--- config.mk ---
export PLATFORM = sky130hd
export DESIGN_NAME = pattern_scan_ctrl
export DESIGN_NICKNAME = d
export VERILOG_FILES = /design/src/rtl/pattern_det_pkg.sv /design/src/rtl/bit_pattern_fsm.sv /design/src/rtl/pattern_scan_ctrl.sv
export SDC_FILE = /design/constraint.sdc
export NUM_CORES = 1
export LEC_CHECK = 0
export CORE_MARGIN = 5
export CORE_UTILIZATION = 59
export CTS_BUF_LIST = sky130_fd_sc_hd__clkbuf_4 sky130_fd_sc_hd__clkbuf_8
export DETAILED_ROUTE_END_ITERATION = 16
export PLACE_DENSITY = 0.94
export SYNTH_ARGS = -nofsm -noshare
export SYNTH_HDL_FRONTEND = slang
export SYNTH_SLANG_ARGS = --single-unit
--- constraint.sdc ---
create_clock -name clk -period 2.5 [get_ports clk]
set_input_delay 0.5 -clock clk [delete_from_list [all_inputs] [get_ports clk]]
set_output_delay 0.5 -clock clk [all_outputs]
set_load 0.01 [all_outputs]
--- src/rtl/pattern_det_pkg.sv ---
// Shared types for the "10110" serial pattern scanner:
// one-hot detector states, controller states and the target pattern.
package pattern_det_pkg;

    typedef enum logic [4:0] {
        DET_INIT  = 5'b00001,
        DET_S1    = 5'b00010,
        DET_S10   = 5'b00100,
        DET_S101  = 5'b01000,
        DET_S1011 = 5'b10000
    } det_state_t;

    typedef enum logic [1:0] {
        CTRL_IDLE  = 2'd0,
        CTRL_SHIFT = 2'd1,
        CTRL_DONE  = 2'd2
    } ctrl_state_t;

    localparam logic [4:0] PATTERN = 5'b10110;

endpackage

--- src/rtl/bit_pattern_fsm.sv ---
// Mealy detector for the serial "10110" pattern. Advances only while en is high;
// clear restarts it at Init, otherwise its state survives between words.
module bit_pattern_fsm
    import pattern_det_pkg::*;
(
    input  logic clk,
    input  logic rst,
    input  logic en,
    input  logic bit_in,
    input  logic overlap,
    input  logic clear,
    output logic match
);

    det_state_t state_q, state_d;

    always_ff @(posedge clk) begin
        if (rst) begin
            state_q <= DET_INIT;
        end else begin
            state_q <= state_d;
        end
    end

    always_comb begin
        state_d = state_q;
        match   = 1'b0;
        if (clear) begin
            state_d = DET_INIT;
        end else if (en) begin
            case (state_q)
                DET_INIT:  state_d = bit_in ? DET_S1    : DET_INIT;
                DET_S1:    state_d = bit_in ? DET_S1    : DET_S10;
                DET_S10:   state_d = bit_in ? DET_S101  : DET_INIT;
                DET_S101:  state_d = bit_in ? DET_S1011 : DET_S10;
                DET_S1011: begin
                    if (bit_in) begin
                        state_d = DET_S1;
                    end else begin
                        // Overlapping mode keeps the trailing "10" as a fresh prefix.
                        match   = 1'b1;
                        state_d = overlap ? DET_S10 : DET_INIT;
                    end
                end
                default:   state_d = DET_INIT;
            endcase
        end
    end

endmodule

--- src/rtl/pattern_scan_ctrl.sv ---
// Word sequencer: accepts words over valid/ready, shifts them MSB-first into the
// pattern detector and counts matches per word, pulsing done when the word is finished.
module pattern_scan_ctrl
    import pattern_det_pkg::*;
#(
    parameter int WIDTH = 8,
    parameter int CNT_W = 4
) (
    input  logic             clk,
    input  logic             rst,
    input  logic             word_valid,
    output logic             word_ready,
    input  logic [WIDTH-1:0] word_data,
    input  logic             overlap,
    input  logic             chain,
    output logic             busy,
    output logic             match_pulse,
    output logic [CNT_W-1:0] match_count,
    output logic             done
);

    localparam int BCW = $clog2(WIDTH);

    ctrl_state_t      state_q, state_d;
    logic [WIDTH-1:0] shreg_q, shreg_d;
    logic [BCW-1:0]   bitcnt_q, bitcnt_d;
    logic             overlap_q, overlap_d;
    logic [CNT_W-1:0] count_q, count_d;
    logic             pulse_q;
    logic             accept;
    logic             shift_en;
    logic             det_match;

    bit_pattern_fsm u_det (
        .clk     (clk),
        .rst     (rst),
        .en      (shift_en),
        .bit_in  (shreg_q[WIDTH-1]),
        .overlap (overlap_q),
        .clear   (accept && !chain),
        .match   (det_match)
    );

    always_ff @(posedge clk) begin
        if (rst) begin
            state_q   <= CTRL_IDLE;
            shreg_q   <= '0;
            bitcnt_q  <= '0;
            overlap_q <= 1'b0;
            count_q   <= '0;
            pulse_q   <= 1'b0;
        end else begin
            state_q   <= state_d;
            shreg_q   <= shreg_d;
            bitcnt_q  <= bitcnt_d;
            overlap_q <= overlap_d;
            count_q   <= count_d;
            pulse_q   <= det_match;
        end
    end

    always_comb begin
        state_d    = state_q;
        shreg_d    = shreg_q;
        bitcnt_d   = bitcnt_q;
        overlap_d  = overlap_q;
        count_d    = count_q;
        word_ready = 1'b0;
        busy       = 1'b0;
        done       = 1'b0;
        accept     = 1'b0;
        shift_en   = 1'b0;
        case (state_q)
            CTRL_IDLE: begin
                word_ready = 1'b1;
                if (word_valid) begin
                    accept    = 1'b1;
                    shreg_d   = word_data;
                    bitcnt_d  = BCW'(WIDTH - 1);
                    overlap_d = overlap;
                    count_d   = '0;
                    state_d   = CTRL_SHIFT;
                end
            end
            CTRL_SHIFT: begin
                busy     = 1'b1;
                shift_en = 1'b1;
                shreg_d  = {shreg_q[WIDTH-2:0], 1'b0};
                bitcnt_d = bitcnt_q - BCW'(1);
                if (bitcnt_q == '0) begin
                    state_d = CTRL_DONE;
                end
            end
            CTRL_DONE: begin
                busy    = 1'b1;
                done    = 1'b1;
                state_d = CTRL_IDLE;
            end
            default: state_d = CTRL_IDLE;
        endcase
        // Matches only occur in SHIFT, so this never collides with the clear on accept.
        if (det_match && (count_q != {CNT_W{1'b1}})) begin
            count_d = count_q + CNT_W'(1);
        end
    end

    assign match_pulse = pulse_q;
    assign match_count = count_q;

endmodule

Word level (Yosys, flattened, before mapping)
Index checks and enable logic that the tools add are counted.
{"block": "classes", "n_addsub": 2, "eq_ne": 10, "n_mux": 27, "n_reduce_logical": 14}
{"cell": "$pmux 5 s5", "n": 1}
{"cell": "$mux 4", "n": 4}
{"cell": "$pmux 8 s2", "n": 1}
{"cell": "$mux 1", "n": 10}
{"cell": "$mux 5", "n": 2}
{"cell": "$mux 3", "n": 3}
{"cell": "$mux 8", "n": 1}
{"cell": "$reduce_and 2->1", "n": 4}
{"cell": "$mux 2", "n": 3}
{"cell": "$pmux 3 s2", "n": 1}
{"cell": "$reduce_bool 2->1", "n": 3}
{"cell": "$eq 5x1->1 const B", "n": 1}
{"cell": "$eq 5x2->1 const B", "n": 1}
{"cell": "$eq 5x3->1 const B", "n": 1}
{"cell": "$eq 5x4->1 const B", "n": 1}
{"cell": "$eq 5x5->1 const B", "n": 1}
{"cell": "$add 4x1->4 const B", "n": 1}
{"cell": "$ne 2x2->1 const B", "n": 2}
{"cell": "$ne 4x4->1 const B", "n": 1}
{"cell": "$pmux 2 s2", "n": 1}
{"cell": "$reduce_or 2->1", "n": 2}
{"cell": "$logic_not 3->1", "n": 1}
{"cell": "$sub 3x1->3 const B", "n": 1}
{"cell": "$eq 2x1->1 const B", "n": 1}
{"cell": "4 further kinds", "n": 5}
{"block": "totals", "register_bits": 24, "in_bits": 13, "output_inout_bits": 8, "word_cells": 60}

Depth between registers and ports, before layout
Gate-level depths: netlist of the first run.
{"block": "depth", "depth_word": 7, "mapped_depth": 8}

Modules after synthesis
Synthesis of the first run repeated with hierarchy kept, for this count alone.
{"block": "unflattened", "cells_unflattened": 159, "hier_area_um2": 1410.1}
{"mod": "pattern_scan_ctrl", "n_inst": 1, "cells_per_inst": 108, "area_per_inst_um2": 1007.2, "seq_area_each_um2": 380.4}
{"mod": "bit_pattern_fsm", "n_inst": 1, "cells_per_inst": 51, "area_per_inst_um2": 402.9, "seq_area_each_um2": 100.1}

Least setup slack after synthesis of the first run
No wires, ideal clock.
{"block": "synth_path", "path_type": "flip-flop to flip-flop", "startpoint": "reg state_q[0]", "endpoint": "reg shreg_q[4]", "arrival_ns": 1.427, "t_required_ns": 2.414, "setup_slack_ns": 0.988, "stages_incl_launch_ff": 8, "cell_sequence": "dfxtp_1 > inv_1 > ha_1 > buf_2 > o21ai_2 > buf_6 > nor2_1 > a211oi_1"}
{"block": "synth_via", "elab_chain_cells": 3}
{"element": "start, declared", "line": "pattern_scan_ctrl.sv:24", "rtl": "ctrl_state_t state_q, state_d;"}
{"element": "start signal, assigned", "line": "pattern_scan_ctrl.sv:53", "rtl": "state_q <= state_d;"}
{"element": "$eq 2x1->1 / $logic_not 2->1 (equally long branches)", "line": "pattern_scan_ctrl.sv:73", "rtl": "case (state_q)"}
{"element": "$reduce_bool 2->1 (no line) / $ne 2x2->1 (equally long branches)"}
{"element": "$reduce_and 2->1 (no line)"}
{"element": "end signal, assigned", "line": "pattern_scan_ctrl.sv:54", "rtl": "shreg_q <= shreg_d;"}
{"element": "end, declared", "line": "pattern_scan_ctrl.sv:25", "rtl": "logic [WIDTH-1:0] shreg_q, shreg_d;"}
Parallel ways exist; a longest one is shown, timed or not.
A chain may end at the register's enable or synchronous reset.

Final worst setup path of the first run
{"block": "layout_path", "startpoint": "reg state_q[0]", "endpoint": "out word_ready"}
{"block": "layout_via", "elab_chain_cells": 2}
{"element": "$logic_not 2->1", "line": "pattern_scan_ctrl.sv:73"}
{"element": "$mux 1", "line": "pattern_scan_ctrl.sv:73"}
{"element": "end, declared", "line": "pattern_scan_ctrl.sv:12", "rtl": "output logic word_ready,"}
No other way between the ends.

==> qor.yml, run 1 <==
cp_slowest_cell: "clkdlybuf4s50_1"
powerDensity_mw_per_mm2: 912
irDropWorstVdd_mv: 0.709
cp_max_fo: 9
drive_gt1_share_pct: 7.88
fin_cells: 193
maxSlewHeadroom_pct: 58.8
yosysWarnings: 0
cts.path.max_buffers: 2
grt-ovfl-total: 0
cts_root_buffer: "clkbuf_4"
setup_ws_ns: 0.264
grt_setup_unrepaired: "no"
worstSkewPairLatency_ns: 0.32
die_y_um: 57.3
skew_ns: 0.00275
power_mw: 1.39
syn_area_per_cell_um2: 8.76
ant_nets: 0
io_pins: 21
mostFrequentLayoutCell: "dfxtp_1"
ys_async_sr_fraction_pct: 0
htreeDepth: 1
postCtsResizedCells: 0
slowest_delay_ns: 0.60
final_cell_mix: "dfxtp_1, nor2_1, clkdlybuf4s50_1"
port-buffer-count: 20
setup_viol: 0
start_util_pct: 61.0
worst_setup_path_end_kind: "primary output"
hold_ws_ns: 0.479
drt-initial-drc-count: 18
grt_pass1_wl_um: 4720
synth-seq-cells: 24
dp.cells: 190
rows: 17
final_core_util_pct: 70.2
fin_crit_sh_pct: 89.4
fin_crit_ns: 2.24
outcome: "completed"
post_cts_buffers: 0
path_class: "reg -> out"
firstDrtPassIters: 4
maxCapViolations: 0
antenna_found_initial: 0
synth_cell_type_count: 40
vias: 1095
dpl_cell_area_mm2: 0.00150
syn2layout_area_growth_pct: 15.1
syn_inst: 151
post_drt_via_cell_ratio: 5.67
min_path_type: "reg -> reg"
worst_ep_arrival_time_ns: 1.74
grt_pass1_vias: 1153
die_area_mm2: 0.00329
syn_nets: 171
tightest_slew_ns: 0.618
cts_tree: "done"
seq_area_um2: 480
die_w_um: 57.3
final_cell_area_mm2: 0.00152
drc: 0
drt_wl_total_um: 2790
fmaxAchievable_mhz: 447
cp_data_required_time_ns: 2.00
gp_congestion: 0.768
grt_max_degree: 18
ff2ff_setup_slack_ns: 0.75
synth_edf_count: 0
nNetsFinal: 187
crit_chain: "inv_1, ha_1, clkdlybuf4s50_1"
ys.flop_type: "dfxtp_1"
fill_cells: 182
fp.coreArea_mm2: 0.00217
seq_area_frac_synth_pct: 36.3
hold_viol: 0
multi_input_area_um2: 739
cts_inserted_buffers: 3
critical_path.startpoint_type: "register"
clock_sinks: 24
setup_tns_ns: 0
dp_hpwl_um: 2150
wl_per_cell_um: 14.5
leakagePower_nw: 0.558
ctsHoldBuffers: 0
slew_violations: 0
num_antenna_cells: 0
clkTransAtPathRegs_ns: 0.14
post-place-ws_ns: 0.528
synthesis.area_mm2: 0.00132
grt_usage_pct: 18.1
==> layout make-up <==
cell class              count  area share [%]
inverters                   8            1.97
flip-flops and latches     24            31.6
clock buffers               3            1.48
repair buffers             22            14.1
multi-input cells         108            48.6
well taps                  28            2.30
==> path summary, 6_finish.rpt <==
path / from / to / cells after the start
max: state_q[0] / word_ready / 3
min: bitcnt_q[0] / bitcnt_q[0] / 1
min reg2reg: bitcnt_q[0] / bitcnt_q[0] / 1
max reg2reg: state_q[0] / shreg_q[5] / 5
==> flip-flops by register name, indices dropped and copies added (netlist names) <==
| name | flops |
|---|---|
| shreg_q | 8 |
| u_det.state_q | 5 |
| match_count | 4 |
| bitcnt_q | 3 |
| state_q | 2 |
| match_pulse | 1 |
| overlap_q | 1 |
==> worst max-delay path: cells and delay by family, from the launching register on <==
family | cells | cell delay [ns]
adder cells (fa/ha/maj) | 1 | 0.35
buffers and inverters | 2 | 0.70
flip-flops | 1 | 0.36
==> per-layer routing <==
metal,wire length [um],up-vias,track usage [%],share of wire [%]
met3,66,9,3.17,2.4
li1,-,556,-,-
met4,75,0,8.94,2.7
met5,0,-,0,0
met1,1140,515,17.9,41
met2,1510,15,35.3,54
==> Yosys cell counts, types with 2 or more instances <==
cell type | number | area, um2
clkbuf_1 | 3 | 11.3
nand2_1 | 5 | 18.8
ha_1 | 7 | 87.6
nor2b_1 | 3 | 18.8
nand2b_1 | 2 | 12.5
inv_1 | 7 | 26.3
nand4_1 | 2 | 12.5
a211oi_1 | 10 | 75.1
buf_6 | 3 | 33.8
nor2_1 | 22 | 82.6
a21oi_1 | 10 | 50.1
dfxtp_1 | 24 | 480
xor2_1 | 4 | 35.0
xnor2_1 | 2 | 17.5
nand3_1 | 10 | 50.1
mux2i_1 | 8 | 80.1
o21ai_0 | 2 | 10.0
o31ai_1 | 2 | 15.0
or2_0 | 2 | 12.5
buf_2 | 3 | 15.0
==> where the power goes <==
part / switching, mW / leakage (nW) / internal [mW]
clock: 0.124 / 0.0138 / 0.0566
combinational: 0.363 / 0.348 / 0.294
sequential: 0.0771 / 0.197 / 0.474
==> cell families (layout without fill, tap and decap cells) <==
kind of cell / count (synthesis) / after routing / synth area share, %
adders and majority gates: 7 / 7 / 6.62
buffers and inverters: 19 / 33 / 7.76
and+or+nand+nor: 53 / 53 / 21.6
DFF: 24 / 24 / 36.3
xor gates and xnor gates: 6 / 6 / 3.97
muxes: 8 / 8 / 6.06
AOI/OAI and AO/OA: 34 / 34 / 17.7
(Power assumes the default switching activity.)
==> inputs of run 2 (changes only) <==
Settings changed: CORE_MARGIN 5 to not set.
==> qor.yml, run 2 (synthesis results as in run 1) <==
hold_viol: 0  # unchanged
path_class: "reg -> out"
port-buffer-count: 20  # unchanged
die_w_um: 49.3  # -14%
grt_pass1_wl_um: 4670  # -1.0%
start_util_pct: 64.8  # +3.8 points
hold_ws_ns: 0.481  # +0.00129 ns
die_area_mm2: 0.00243  # -26%
cts.path.max_buffers: 2  # unchanged
grt_setup_unrepaired: "no"
postCtsResizedCells: 0  # unchanged
p_comb_share_pct: 44.1  # -3.2 points
clock_power_share_pct: 19.0  # +6.0 points
setup_viol: 0  # unchanged
clock_sinks: 24  # unchanged
outcome: "completed"
htreeDepth: 1  # unchanged
switching_share_pct: 37.6  # -3.0 points
grt_pass1_vias: 1027  # -11%
maxCapViolations: 0  # unchanged
skew_ns: 0.00742  # +0.00467 ns
setup_tns_ns: 0  # unchanged
tightest_slew_ns: 0.370  # -0.247 ns
gp_congestion: 0.804  # +4.6%
nNetsFinal: 188  # +0.53%
cp_max_fo: 9  # unchanged
ff2ff_setup_slack_ns: 0.78  # +0.03 ns
cts_root_buffer: "clkbuf_4"
clkTransAtPathRegs_ns: 0.13  # about the same
maxSlewHeadroom_pct: 75.3  # +16 points
worstSkewPairLatency_ns: 0.33  # about the same
leakagePower_nw: 0.577  # +3.4%
largest_reg_flops: 8  # unchanged
drt-initial-drc-count: 13  # -5
final_cell_mix: "dfxtp_1, nor2_1, clkdlybuf4s50_1"
critical_path.startpoint_type: "register"
post-place-ws_ns: 0.518  # -0.0106 ns
grt_usage_pct: 25.4  # +7.3 points
worst_ep_arrival_time_ns: 1.74  # about the same
cts_inserted_buffers: 3  # unchanged
rows: 16  # -1
syn2layout_area_growth_pct: 17.9
vias: 1102  # +0.64%
num_antenna_cells: 0  # unchanged
p_int_mw: 0.936  # +14%
fin_crit_ns: 2.24  # +0.00504 ns
irDropWorstVdd_mv: 0.667  # -6.0%
grt-ovfl-total: 0  # unchanged
ant_nets: 0  # unchanged
fp.coreArea_mm2: 0.00204  # -5.9%
fmaxAchievable_mhz: 446  # -0.22%
drc: 0  # unchanged
post_cts_buffers: 0  # unchanged
power_mw: 1.50  # +8.0%
cp_data_required_time_ns: 2.00  # about the same
drt_wl_total_um: 2750  # -1.4%
top_register: "shreg_q"
seq_power_share_pct: 36.9  # -2.8 points
post_drt_via_cell_ratio: 5.68  # +0.12%
cts_tree: "done"
antenna_found_initial: 0  # unchanged
drive_gt1_share_pct: 8.98  # +1.1 points
mostFrequentLayoutCell: "dfxtp_1"
fin_crit_sh_pct: 89.6  # +0.20 points
io_pins: 21  # unchanged
p_sw_mw: 0.563  # about the same
wl_per_cell_um: 14.2  # -1.9%
powerDensity_mw_per_mm2: 962  # +5.5%
ctsHoldBuffers: 0  # unchanged
firstDrtPassIters: 4  # unchanged
slew_violations: 0  # unchanged
die_y_um: 49.3  # -14%
min_path_type: "reg -> reg"
grt_max_degree: 19  # +1
dp_hpwl_um: 2100  # -2.1%
setup_ws_ns: 0.259  # -0.00504 ns
worst_setup_path_end_kind: "primary output"
[run 2: final timing paths]
kind                     from          end  depth (start not counted)
hold / removal    bitcnt_q[0]  bitcnt_q[0]                          1
setup reg to reg   state_q[1]  bitcnt_q[2]                          7
setup / recovery   state_q[1]   word_ready                          3
hold reg to reg   bitcnt_q[0]  bitcnt_q[0]                          1
[run 2: power groups by stage]
stage	logic, mW	registers (mW)	clock network [mW]
6_report	0.661	0.553	0.286
5_1_grt	0.743	0.564	0.302
3_3_place_gp	0.624	0.551	0
3_5_place_dp	0.659	0.562	0
4_1_cts	0.664	0.553	0.293
2_1_floorplan	0.541	0.523	0
[run 2: worst max-delay path, stage by stage, from the launching register on]
cell and delay (ns):
dfxtp_1 0.34, inv_1 0.12, ha_1 0.36, clkdlybuf4s50_1 0.60
[run 2: cell type report]
type / count / area, um2
clock inverters: 1 / 30.0
inverters: 8 / 30.0
clock buffers: 3 / 22.5
fillers: 150 / 483
well taps: 27 / 33.8
multi-input cells: 108 / 739
flip-flops and latches: 24 / 480
repair buffers: 23 / 223
[run 2: routing by layer]
| layer | vias to the layer above | global-route usage [%] | part of all wire, % |
|---|---|---|---|
| met4 | 0 | 7.35 | 1.1 |
| met2 | 19 | 44.3 | 53 |
| met5 | - | 0 | 0 |
| met3 | 4 | 5.61 | 2.8 |
| li1 | 563 | - | - |
| met1 | 516 | 31.0 | 43 |
[run 2: through the flow]
| stage | std cells | cell area, um2 | utilization, % |
|---|---|---|---|
| 6_report | 194 | 1560 | 76.3 |
| 5_1_grt | 194 | 1560 | 76.3 |
| 4_1_cts | 194 | 1560 | 76.3 |
| 3_5_place_dp | 190 | 1510 | 73.8 |
| 3_3_place_gp | 190 | 1510 | 73.8 |
| 2_1_floorplan | 151 | 1320 | - |
